[config.mk]
export PLATFORM = sky130hd
export DESIGN_NAME = alu
export DESIGN_NICKNAME = d
export VERILOG_FILES = /design/src/rtl/alu_pkg.sv /design/src/rtl/alu_flag_gen.sv /design/src/rtl/alu.sv
export SDC_FILE = /design/constraint.sdc
export NUM_CORES = 1
export LEC_CHECK = 0
export CAP_MARGIN = 0
export CORE_MARGIN = 3
export CORE_UTILIZATION = 50
export CTS_CLUSTER_DIAMETER = 60
export CTS_CLUSTER_SIZE = 28
export DETAILED_ROUTE_END_ITERATION = 8
export DONT_BUFFER_PORTS = 1
export PLACE_DENSITY = 0.72
export SLEW_MARGIN = 20
export SYNTH_ARGS = -nofsm -noshare
export SYNTH_HDL_FRONTEND = slang
export SYNTH_HIERARCHICAL = 1
export SYNTH_SLANG_ARGS = --single-unit
[constraint.sdc]
create_clock -name clk -period 5 [get_ports clk]
set_clock_uncertainty 0.15 [all_clocks]
set_input_delay 0.25 -clock clk [delete_from_list [all_inputs] [get_ports clk]]
set_output_delay 0.25 -clock clk [all_outputs]
set_load 0.005 [all_outputs]
[src/rtl/alu_pkg.sv]
// Shared ALU definitions: opcode encoding and the default datapath width.
package alu_pkg;

  localparam int ALU_W_DEFAULT = 8;

  typedef enum logic [2:0] {
    OP_MOVB = 3'd0,
    OP_AND  = 3'd1,
    OP_OR   = 3'd2,
    OP_XOR  = 3'd3,
    OP_ADD  = 3'd4,
    OP_SUB  = 3'd5,
    OP_NOTB = 3'd6,
    OP_MOVA = 3'd7
  } alu_op_e;

endpackage

[src/rtl/alu_flag_gen.sv]
// Result-derived PSW flags: parity, zero, sign. Purely combinational.
module alu_flag_gen #(
  parameter int W = 8
) (
  input  logic [W-1:0] i_res,
  output logic         o_p,
  output logic         o_z,
  output logic         o_s
);

  assign o_p = ^i_res;
  assign o_z = (i_res == '0);
  assign o_s = i_res[W-1];

endmodule

[src/rtl/alu.sv]
// Eight-op ALU with registered result and P/Z/S/C/OV flags.
// One-cycle latency, a new op every cycle, no backpressure.
module alu
  import alu_pkg::*;
#(
  parameter int ALU_rozm_data = ALU_W_DEFAULT
) (
  input  logic                     clk,
  input  logic                     rst_n,
  input  logic [ALU_rozm_data-1:0] a,
  input  logic [ALU_rozm_data-1:0] b,
  input  logic [2:0]               alu_op,
  input  logic                     C_in,
  output logic [ALU_rozm_data-1:0] out,
  output logic                     P,
  output logic                     Z,
  output logic                     S,
  output logic                     C,
  output logic                     OV
);

  localparam int W = ALU_rozm_data;

  logic [W:0]   w_cin_ext;
  logic [W:0]   w_sum;
  logic [W:0]   w_diff;
  logic [W-1:0] w_res;
  logic         w_c;
  logic         w_ov;
  logic         w_p;
  logic         w_z;
  logic         w_s;

  logic [W-1:0] r_out;
  logic         r_p;
  logic         r_z;
  logic         r_s;
  logic         r_c;
  logic         r_ov;

  // The extra top bit of the W+1-bit difference is the unsigned borrow.
  assign w_cin_ext = {{W{1'b0}}, C_in};
  assign w_sum     = {1'b0, a} + {1'b0, b} + w_cin_ext;
  assign w_diff    = {1'b0, a} - {1'b0, b} - w_cin_ext;

  always_comb begin
    w_res = b;
    w_c   = 1'b0;
    w_ov  = 1'b0;
    case (alu_op_e'(alu_op))
      OP_MOVB: w_res = b;
      OP_AND:  w_res = a & b;
      OP_OR:   w_res = a | b;
      OP_XOR:  w_res = a ^ b;
      OP_ADD: begin
        w_res = w_sum[W-1:0];
        w_c   = w_sum[W];
        w_ov  = (a[W-1] == b[W-1]) && (w_sum[W-1] != a[W-1]);
      end
      OP_SUB: begin
        w_res = w_diff[W-1:0];
        w_c   = w_diff[W];
        w_ov  = (a[W-1] != b[W-1]) && (w_diff[W-1] != a[W-1]);
      end
      OP_NOTB: w_res = ~b;
      OP_MOVA: w_res = a;
      default: w_res = b;
    endcase
  end

  alu_flag_gen #(
    .W (W)
  ) u_flag_gen (
    .i_res (w_res),
    .o_p   (w_p),
    .o_z   (w_z),
    .o_s   (w_s)
  );

  always_ff @(posedge clk) begin
    if (!rst_n) begin
      r_out <= '0;
      r_p   <= 1'b0;
      r_z   <= 1'b0;
      r_s   <= 1'b0;
      r_c   <= 1'b0;
      r_ov  <= 1'b0;
    end else begin
      r_out <= w_res;
      r_p   <= w_p;
      r_z   <= w_z;
      r_s   <= w_s;
      r_c   <= w_c;
      r_ov  <= w_ov;
    end
  end

  assign out = r_out;
  assign P   = r_p;
  assign Z   = r_z;
  assign S   = r_s;
  assign C   = r_c;
  assign OV  = r_ov;

endmodule

# Yosys cells after proc, flatten, opt, wreduce, memory -nomap -nowiden
# Cells that the tools add are included.
dict set report word_totals {
  input_bits 22
  regBits 13
  elab_cells 33
}
dict set report op_classes {
  reduce_logical 5
  n_mux 3
  addsub 4
  bitwise_logic 4
  n_eq_ne 11
}
# operator n
set op_table {}
lappend op_table {{case mux 8 bit (8 select lines)} 1}
lappend op_table {{== test 3 bit (second input constant)} 4}
lappend op_table {{adder 8 x 8 -> 9 bit} 1}
lappend op_table {{adder 9 x 1 -> 9 bit} 1}
lappend op_table {{subtractor 8 x 8 -> 9 bit} 1}
lappend op_table {{subtractor 9 x 1 -> 9 bit} 1}
lappend op_table {{AND 8 bit} 1}
lappend op_table {{zero test 8 bit} 1}
lappend op_table {{inverter 8 bit} 1}
lappend op_table {{OR 8 bit} 1}
lappend op_table {{parity 8 bit} 1}
lappend op_table {{bitwise XOR 8 bit} 1}
lappend op_table {{== test 3 x 2 -> 1 bit (second input constant)} 2}
lappend op_table {{case mux 1 bit (2 select lines)} 2}
lappend op_table {{== test 3 x 1 -> 1 bit (second input constant)} 1}
lappend op_table {{zero test 3 bit} 1}
lappend op_table {{!= test 1 bit} 3}
lappend op_table {{logical AND 1 bit} 2}
lappend op_table {{== test 1 bit} 1}

# Longest topological paths before layout
dict set report depth {
  ltp_word 5
  mapped_depth 14
  mapped_depth_nobuf 14
}

# Modules after synthesis
# Netlist, hierarchy kept.
# module cells_per_inst seq_area_each_um2 area_each_um2 n_inst
set by_module_without_submodules {}
lappend by_module_without_submodules {alu 260 260.2 1971.9 1}
lappend by_module_without_submodules {alu_flag_gen 17 0.0 122.6 1}

# Worst setup path after synthesis
# Ideal clock, no wire load.
dict set report synth_timing {
  kind {input port to flip-flop}
  from {input a[0]}
  to {register r_p (netlist: P)}
  path_slack_ns 1.842
  cell_stages 13
  t_arrival_ns 2.893
  path_cell_list {fa_1 inv_1 ha_1 o21a_1 o31a_1 or4_1 a31oi_1 a21oi_1 inv_1 ha_1 xor2_1 xnor2_1 and2_1}
}
dict set report synth_via {
  elab_chain_cells 4
  elab_cells_between_ends 9
}
# element line_no
set synth_lines {}
lappend synth_lines {{start: declaration} alu.sv:10} ;# input logic [ALU_rozm_data-1:0] a,
lappend synth_lines {{subtractor 8 x 8 -> 9 bit / adder 8 x 8 -> 9 bit (equally long branches)} {alu.sv:44, alu.sv:43}}
lappend synth_lines {{subtractor 9 x 1 -> 9 bit / adder 9 x 1 -> 9 bit (equally long branches)} {alu.sv:44, alu.sv:43}}
lappend synth_lines {{case mux 8 bit (8 select lines) *} alu.sv:50} ;# case (alu_op_e'(alu_op))
lappend synth_lines {{named net w_res[7]} alu.sv:27} ;# logic [W-1:0] w_res;
lappend synth_lines {{parity 8 bit *} alu_flag_gen.sv:11} ;# assign o_p = ^i_res;
lappend synth_lines {{named net w_p} alu.sv:30} ;# logic w_p;
lappend synth_lines {{end signal: assignment} alu.sv:90} ;# r_p <= w_p;
lappend synth_lines {{end: declaration} alu.sv:35} ;# logic r_p;
# Mark *: on every way through the listed nets, which the timed path passes. The rest lies on a longest branch.
# A chain may end at the register's enable or synchronous reset.

# Final worst setup path
# Same ends and word-level chain as after synthesis.

==> flow_summary.ini <==
[run_status]
status = completed

[critical_path]
cp_data_required_time_ns = 4.98
crit_type = in2reg
crit_path_end = P
start_kind = input pin
crit_family = adder cells
crit_start = a[0]
critPathArrivalTime_ns = 3.12
crit_fanout = 4
path_depth = 13
max_stage_delay_ns = 0.54
crit_path_cell_trace = fa_1, inv_1, ha_1, o21a_1, o31a_1, or4_1, a31oi_1, a21oi_1, inv_1, ha_1, xor2_1, xnor2_1, and2_1
crit_buf_inv = 2
crit_slowest_cell = fa_1
cp-end-kind = flop

[global_route]
overflow = 0
grt_pass1_wl_mm = 8.45
grtUsageTotal = 0.205
grt_pass1_vias = 1751
antenna_found_initial = 0
grt_max_degree = 32

[die]
core-area_sq_um = 3850
num_io_pins = 35
die_h_um = 70.7
start_util = 0.544
num_rows = 22
die_area_sq_um = 5000
dieWidth_um = 70.7

[logic_synthesis]
syn_inst = 277
synth_area_leader_cell = ha_1
synth_edf_count = 0
synthArstFlopShare = 0
postSynthAreaPerCell_sq_um = 7.56
ys_seq_area_frac = 0.124
yosysMostFrequentCell = inv_1
ys_top_cells_by_count = inv_1, ha_1, nand2_1
synth-main-ff-cell = dfxtp_1
yosysUniqueCellTypes = 53
yosys.area.top_type_share = 0.203
syn_nets = 337
synth-seq-cells = 13
yosysWarnings = 6
synthTopCellsByArea = ha_1, dfxtp_1, inv_1
synth_area_sq_um = 2090

[sta]
clock.fmax_mhz = 319
layout_min_cycle_time_ns = 3.13
setup_ws_ns = 1.87
period_share = 0.627
finalSetupTns_ns = 0
hold_viol_final = 0
relSlewSlack = 0.568
worst_pin_slew_ns = 0.646
finalSetupViolCount = 0
finalMaxSlewViolations = 0
rsz0062_at_grt = false

[detailed_routing]
drtAntennaViolNets = 0
via_per_inst = 5.92
wl_met3_um = 287
drc = 0
drt_pre_antenna_iters = 4
dr.first_iter.drc_count = 156
routed.top_layer = met4
wl_mm = 5.00
num_vias = 1882
route.met2.wl_mm = 2.38
drt-met1-wl_mm = 2.30
wire_per_inst_um = 15.7

[pwr]
p_leak_nw = 1.00
powerDensity_nw_per_um2 = 195
ir_drop_v = 0.0000805
p_total_uw = 418

[cts]
clockRootBuffer = clkbuf_8
htree_levels = 1
cts_inserted_buffers = 3
path_clk_slew_ns = 0.06
cts_tree = yes
clk_path_buf_depth = 2
cts_num_sinks = 13

[cells_and_area]
area_growth_pct = 2.15
final_net_count = 331
drive_gt1_frac = 0.0407
antenna_cells = 0

[run]
cap_violations = 0

[placement]
place_ws_ns = 1.64
dp_hpwl_mm = 3.92
place_congestion = 0.919
port_buffers = 0

[hold_path]
hold_class = in2reg
through the flow:
stage / cells / area (sq um) / hold slack (ns) / util
4_1_cts: 318 / 2140 / 0.00389 / 0.555
5_1_grt: 318 / 2140 / 0.00873 / 0.555
3_5_place_dp: 313 / 2080 / 0.229 / 0.541
3_3_place_gp: 313 / 2080 / 0.225 / 0.541
2_1_floorplan: 277 / 2090 / 0.267 / -
6_report: 318 / 2140 / 0.00916 / 0.555
cells by family (layout without fill, tap and decap cells):
family,Yosys count,in the layout,synth area share
AO/OA/AOI/OAI,77,77,0.258
XOR/XNOR,7,7,0.0293
adder cells (fa/ha/maj),38,38,0.241
buffers and inverters,52,45,0.105
flip-flops,13,13,0.124
multiplexers,6,6,0.0346
AND/OR/NAND/NOR,84,84,0.207
cells in the final DEF (no fill, tap or decap), types with 3 or more instances in the layout:
master,n
inv_1,40
ha_1,34
nand2_1,22
o21ai_0,18
nor2_1,18
dfxtp_1,13
a21oi_1,7
a211oi_1,7
a221oi_1,7
and2_1,7
a31oi_1,7
nor3_1,6
xnor2_1,6
mux2i_1,5
a21o_1,5
nand2b_1,4
nand3_1,4
o211ai_1,4
fa_1,4
nor2b_1,3
o22ai_1,3
or3_1,3
or2_2,3
nor3b_1,3
clkbuf_8,3
how the worst min path moves through the flow:
stage,startpoint,end,depth (start not counted)
3_5_place_dp,rst_n,Z,1
6_report,rst_n,out[1],1
3_3_place_gp,rst_n,P,1
2_1_floorplan,rst_n,out[3],1
4_1_cts,rst_n,out[1],1
5_1_grt,rst_n,C,1
power breakdown:
part           switching (mW)  leakage [nW]  total (mW)  internal (mW)
logic                   0.110         0.873       0.203         0.0934
clock network          0.0372        0.0228      0.0934         0.0562
registers             0.00546         0.107       0.121          0.115
sequential cells by signal, summed over array words and instances (netlist names):
register and cells:
out 8, C 1, OV 1, P 1, S 1, Z 1
layer usage:
layer | track usage | vias to the layer above
li1 | - | 964
met1 | 0.283 | 856
met2 | 0.346 | 58
met3 | 0.0355 | 4
met4 | 0.0251 | 0
met5 | 0 | -
layout make-up:
cell class,instances,area [sq um]
multi-input combinational,212,1610
inverter,40,150
sequential,13,260
clock buffer,4,45.0
timing repair buffer,1,10.0
tap,48,60.1
fill,385,1710
repair_timing:
item | CTS | global route
setup endpoints to repair | 0 | 0
endpoints found under the hold margin | 6 | 0
gates resized for setup | 0 | 0
setup buffers | 0 | 0
hold buffers | 1 | 0
Power figures use the tool's default switching activity.
